`src/rtl/bus_monitor.sv`:
```
// Passive monitor for the CPU to data_bus interface. It tracks the run state, the
// cycle and access counters, watchpoint hits, fault capture and a read-data signature.
module bus_monitor #(
    parameter int                 ADDR_W    = 64,
    parameter int                 DATA_W    = 64,
    parameter int                 NUM_WATCH = 4,
    parameter int                 CNT_W     = 32,
    parameter logic [ADDR_W-1:0]  END_ADDR  = ADDR_W'(64'h0000_0000_0000_FFFF),
    parameter int                 TIMEOUT   = 1000000
) (
    input  logic                        clk,
    input  logic                        rst,
    input  logic                        start,
    input  logic                        clear,
    input  logic                        bus_valid,
    input  logic                        rw,
    input  logic [ADDR_W-1:0]           addr,
    input  logic [DATA_W-1:0]           read,
    input  logic [DATA_W-1:0]           write,
    input  logic                        exception,
    input  logic [NUM_WATCH*ADDR_W-1:0] watch_addr,
    input  logic [NUM_WATCH-1:0]        watch_en,
    output logic                        running,
    output logic                        done,
    output logic                        fault,
    output logic                        timeout,
    output logic [CNT_W-1:0]            cycle_cnt,
    output logic [CNT_W-1:0]            access_cnt,
    output logic [NUM_WATCH-1:0]        hit_mask,
    output logic [3:0]                  first_hit,
    output logic [ADDR_W-1:0]           fault_addr,
    output logic [DATA_W-1:0]           signature
);

    typedef enum logic [1:0] {IDLE, RUN, DONE, FAULT} state_t;

    localparam logic [CNT_W-1:0] CNT_MAX = '1;
    localparam logic [CNT_W-1:0] TO_LAST = CNT_W'(TIMEOUT - 1);

    state_t               state;
    logic [NUM_WATCH-1:0] match;
    logic [3:0]           low_idx;
    logic [DATA_W-1:0]    sig_next;
    logic                 unused_bits;

    // Write data is only carried on the port for a future trace extension.
    assign unused_bits = ^write;

    always_comb begin
        match   = '0;
        low_idx = '0;
        for (int i = NUM_WATCH - 1; i >= 0; i--) begin
            match[i] = watch_en[i] && (addr == watch_addr[i*ADDR_W +: ADDR_W]);
            if (match[i]) low_idx = 4'(i);
        end
        sig_next = {signature[DATA_W-2:0], signature[DATA_W-1]} ^ read;
    end

    always_ff @(posedge clk) begin
        if (rst || clear) begin
            state      <= IDLE;
            running    <= 1'b0;
            done       <= 1'b0;
            fault      <= 1'b0;
            timeout    <= 1'b0;
            cycle_cnt  <= '0;
            access_cnt <= '0;
            hit_mask   <= '0;
            first_hit  <= '0;
            fault_addr <= '0;
            signature  <= '1;
        end else begin
            case (state)
                IDLE: begin
                    if (start) begin
                        state      <= RUN;
                        running    <= 1'b1;
                        timeout    <= 1'b0;
                        cycle_cnt  <= '0;
                        access_cnt <= '0;
                        hit_mask   <= '0;
                        first_hit  <= '0;
                        fault_addr <= '0;
                        signature  <= '1;
                    end
                end
                RUN: begin
                    if (cycle_cnt != CNT_MAX) cycle_cnt <= cycle_cnt + 1'b1;
                    if (bus_valid) begin
                        if (access_cnt != CNT_MAX) access_cnt <= access_cnt + 1'b1;
                        if (!rw) signature <= sig_next;
                        hit_mask <= hit_mask | match;
                        if (hit_mask == '0 && match != '0) first_hit <= low_idx;
                    end
                    // Exception outranks end-of-run, which outranks the timeout.
                    if (bus_valid && exception) begin
                        state      <= FAULT;
                        running    <= 1'b0;
                        fault      <= 1'b1;
                        timeout    <= 1'b0;
                        fault_addr <= addr;
                    end else if (bus_valid && addr == END_ADDR) begin
                        state   <= DONE;
                        running <= 1'b0;
                        done    <= 1'b1;
                    end else if (cycle_cnt == TO_LAST) begin
                        state      <= FAULT;
                        running    <= 1'b0;
                        fault      <= 1'b1;
                        timeout    <= 1'b1;
                        fault_addr <= '0;
                    end
                end
                default: ;
            endcase
        end
    end

endmodule
```
`config.mk`:
```
export PLATFORM = sky130hd
export DESIGN_NAME = bus_monitor
export DESIGN_NICKNAME = d
export VERILOG_FILES = /design/src/rtl/bus_monitor.sv
export SDC_FILE = /design/constraint.sdc
export NUM_CORES = 1
export LEC_CHECK = 0
export ABC_CLOCK_PERIOD_IN_PS = 3950
export BUFFER_PORTS_ARGS = -buffer_cell sky130_fd_sc_hd__buf_2
export CAP_MARGIN = 40
export CORE_AREA = 2 2 255 257
export CTS_BUF_LIST = sky130_fd_sc_hd__clkbuf_4 sky130_fd_sc_hd__clkbuf_8
export CTS_CLUSTER_DIAMETER = 100
export DETAILED_ROUTE_END_ITERATION = 10
export DIE_AREA = 0 0 257 259
export GPL_ROUTABILITY_DRIVEN = 0
export PLACE_DENSITY = 0.5
export SLEW_MARGIN = 10
export SYNTH_ARGS = -nofsm -noshare
export SYNTH_HDL_FRONTEND = slang
export SYNTH_SLANG_ARGS = --single-unit
```
`constraint.sdc`:
```
create_clock -name clk -period 3.95 [get_ports clk]
set_input_delay 0.1975 -clock clk [delete_from_list [all_inputs] [get_ports clk]]
set_output_delay 0.1975 -clock clk [all_outputs]
set_load 0.1 [all_outputs]
```
-- Word level (Yosys, flattened, before mapping)
Index checks and enable logic that the tools add are counted.
- reductions and logical operators: 22
- $add $sub $neg: 2
- multiplexer cells: 41
- bitwise logic cells: 3
- eq/ne operators: 19
- operator list (cell ; count):
    $mux 64 ; 7
    $eq 64x64->1 ; 4
    $pmux 64 s2 ; 2
    $mux 32 ; 4
    $pmux 32 s2 ; 2
    $add 32x1->32 const B ; 2
    $eq 64x16->1 const B ; 1
    $ne 32x32->1 const B ; 2
    $xor 64x64->64 ; 1
    $eq 32x20->1 const B ; 1
    $mux 4 ; 7
    $pmux 4 s2 ; 2
    $reduce_and 4->1 ; 4
    $reduce_and 3->1 ; 5
    $ne 2x2->1 const B ; 7
    $mux 2 ; 5
    $mux 1 ; 9
    $logic_and 1x1->1 ; 7
    $ne 3x3->1 const B ; 2
    $logic_not 4->1 ; 1
    $ne 4x4->1 const B ; 1
    $or 4x4->4 ; 1
    $pmux 1 s2 ; 2
    $pmux 2 s2 ; 1
    6 further kinds ; 7
- bits in registers: 206
- output and inout bits: 204
- word-level logic and storage cells: 98
- input port bits: 459

-- Logic depth before layout (Yosys ltp)
- word-level depth: 9
- depth in mapped cells: 9
- gate-level depth less buffers: 8

-- Worst setup path before layout
OpenSTA, ideal clock, no wires.
- kind: register to register
- start: reg cycle_cnt[0]
- end: reg fault_addr[0]
- buffers on the path: 1
- library setup time: 0.118 ns
- cell stages (with the launch flop): 9
- required time: 3.832 ns
- period minus slack after synthesis: 2.976 ns
- data arrival time: 2.858 ns
- path slack: 0.974 ns
- cells stage by stage: dfxtp_1 > ha_1 > nand3_1 > or4_1 > a31oi_1 > o21a_1 > nor2_4 > buf_2 > a22o_1
- longest elaborated chain between the ends: 3
- RTL lines (element ; line ; RTL):
    from (decl) ; 27 ; output logic [CNT_W-1:0] cycle_cnt,
    from (signal assigned) ; 88 ; if (cycle_cnt != CNT_MAX) cycle_cnt <= cycle_cnt + 1'b1;
    $eq 32x20->1 ; 106 ; end else if (cycle_cnt == TO_LAST) begin
    $ne 3x3->1 (no source line) ; - ;
    $reduce_and 4->1 (no source line) ; - ;
    to (signal assigned) ; 101 ; fault_addr <= addr;
    to (decl) ; 31 ; output logic [ADDR_W-1:0] fault_addr,
Every way passes these cells.
A chain may end at the register's enable or synchronous reset.

-- Final worst setup path
- start: in addr[43]
- end: reg fault_addr[47]
- longest elaborated chain between the ends: 4
- RTL lines (element ; line ; RTL):
    from (decl) ; 17 ; input logic [ADDR_W-1:0] addr,
    $eq 64x16->1 ; 102 ; end else if (bus_valid && addr == END_ADDR) begin
    $logic_and 1x1->1 ; 102 ;
    $ne 3x3->1 (no source line) ; - ;
    $reduce_and 4->1 (no source line) ; - ;
Every way passes these cells.

==> metrics <==
number of max-cap violations 0; sequential-to-total area share from yosys stat 35.16%; layout cell share with drive strength beyond 1 34.16%; # nets final 2505; Worst slew margin 29.22%; ANT nets after route 0; final core occ 27.05%; Worst EP arrival 3710 ps; CP required 4480 ps; area delta synth->final 48.77%; Clock Sinks 204; CP Launch Point addr[43]; commonest non-fill, non-tap cells in the layout buf_2, dfxtp_1, xnor2_1, xor2_1, nand2_1; worst setup margin 775.1 ps; CTS tree yes; crit-path max FO 29; Distinct cells, synth 63; num rows 93; CTS Buffer Depth 3; register bit total from synthesis 204; ys async rst share 0%; # port buffers 596; post-layout minimum cycle time 3175 ps; Iteration-0 DRC Markers 1140; Finished Cell Area 0.01728 mm²; Syn Std Cell Area 0.01161 mm²; fmax 315.0 MHz; RR Startpoint cycle_cnt[21]; first-pass GRT wire length 91600 µm; GRT Resource Usage Total 18.83%; worst hold slack 56.64 ps; Clk Latency, worst-skew pair 590 ps; Layout Skew 24.85 ps; GR Overflow Total 0; largest net degree at the start of global routing 69; status complete, no violations; total CTS buffers 42; EDFF count, synth 0; Post-synth top flop dfxtp_1; H-tree levels 2; Power Dens Cells 312.7 mW/mm²; Hold Path Class in -> reg; Place WS 607.6 ps; most common cell after layout, fill and taps aside buf_2; Slew @ Worst Pin 1052 ps; root buffer cell clkbuf_8; crit end category flip-flop; drt via density 4.565; crit share post-route 80.38%; pins over their slew limit 0; Worst-path clk slew 50 ps; worst min-delay path startpoint addr[62]; vias in the first global route 13191; Placement Cell Area 0.01552 mm²; Die ar. 0.06656 mm²; Post-Synthesis Cells 1393; Worst setup SP type input port; unrepaired setup endpoints after global routing no; Final TNS setup 0 ps; Lkg Pwr 7.220 nW; core area 0.06388 mm²; drt total wl 65290 µm; die height 259 µm; Final setup violation count 0; Chip Width 257 µm; Peak VDD IR 214.5 µV; yosys warns 0; initial antenna violation count 8; DR DRC count 0; starting density of the core 18.18%; CTS resizes 0; hpwl dp 51490 µm; Setup CP Type in -> reg; total number of vias 13376; I/O pin count 663; Hold Vio Cnt, Final 0; number of iterations in the first detailed-routing pass 6; post-synthesis average cell area 8.338 µm²; WL/cell 22.28 µm
==> power by group <==
part	switching, W	leakage [nW]	internal [W]	total (W)
clock network	0.00102	0.438	0.00124	0.00225
logic	0.000649	5.14	0.000418	0.00107
registers	0.0000112	1.65	0.00207	0.00208
total	0.00168	7.22	0.00372	0.00540
==> cells in the mapped netlist (all sizes together), types with 6 or more instances <==
library cell / number / area share [%]
a22o: 68 / 5.1
nor2: 97 / 3.2
nand4: 54 / 3.0
o22ai: 19 / 1.0
o21ai: 76 / 3.3
nand2b: 11 / 0.59
clkbuf: 84 / 2.7
nor2b: 8 / 0.43
nand3: 98 / 4.2
nor3: 18 / 0.87
nand2: 101 / 3.3
inv: 57 / 1.8
and4: 6 / 0.45
xor2: 158 / 12
a21oi: 16 / 0.69
buf: 23 / 1.0
dfxtp: 204 / 35
nor4: 56 / 3.3
or4: 6 / 0.39
xnor2: 161 / 12
or3: 6 / 0.32
==> per-layer routing <==
layer,wire (µm),GRT usage (%)
met1,28570,25.00
met2,27660,28.03
met3,7167,7.098
met4,1880,5.992
met5,13,0
==> through the flow <==
| stage | cells | total power [W] |
|---|---|---|
| CTS | 2921 | 0.005490 |
| global route | 2924 | 0.005652 |
| global placement | 2761 | 0.003087 |
| detailed placement | 2762 | 0.003096 |
| finish | 2930 | 0.005403 |
| floorplan | 1394 | 0.002611 |
==> what timing repair did <==
item                                    CTS  global route
endpoints found under the setup margin    0             0
setup buffers                             0             0
hold endpoints to repair                 93             0
hold buffers                             92             0
==> flip-flops by register name, indices dropped and copies added, names as in the netlist <==
signal and cells:
done 1, access_cnt 32, signature 64, cycle_cnt 32
fault 1, timeout 1, state 2, first_hit 2
running 1, hit_mask 4, fault_addr 64
==> layout make-up <==
type	instances	area [µm²]
diodes	8	20.02
clock buffers	60	763.2
clock inverters	7	51.30
fillers	6905	46600
inverters	57	214.0
multi-input cells	1026	6930
flip-flops and latches	204	4084
well taps	855	1070
repair buffers	713	4146
==> path summary, 6_finish.rpt <==
| check | endpoint | slack, ps | cells past startpoint |
|---|---|---|---|
| max reg2reg | fault_addr[47] | 1210 | 8 |
| min reg2reg | fault_addr[47] | 470 | 1 |
| max | fault_addr[47] | 780 | 10 |
| min | fault_addr[62] | 60 | 2 |
==> cells by family (layout without fill, tap and decap cells) <==
group           after synthesis  after routing  share of synthesized area (%)
simple gates                481            481                          21.26
xor+xnor                    319            319                          24.05
compound gates              221            221                          13.59
flops                       204            204                          35.16
buf+inv                     164            837                          5.591
fa+ha+maj                     2              2                         0.2154
other cells                   1             10                        0.03229
mux                           1              1                        0.08618
==> critical path: stages <==
cell,delay (ps)
dlygate4sd3_1,560
buf_2,210
nor4_1,870
nand4_1,160
nor2_1,350
a31oi_1,180
o21a_1,240
nor2_4,460
buf_12,260
a22o_1,160
Power figures use the tool's default switching activity.
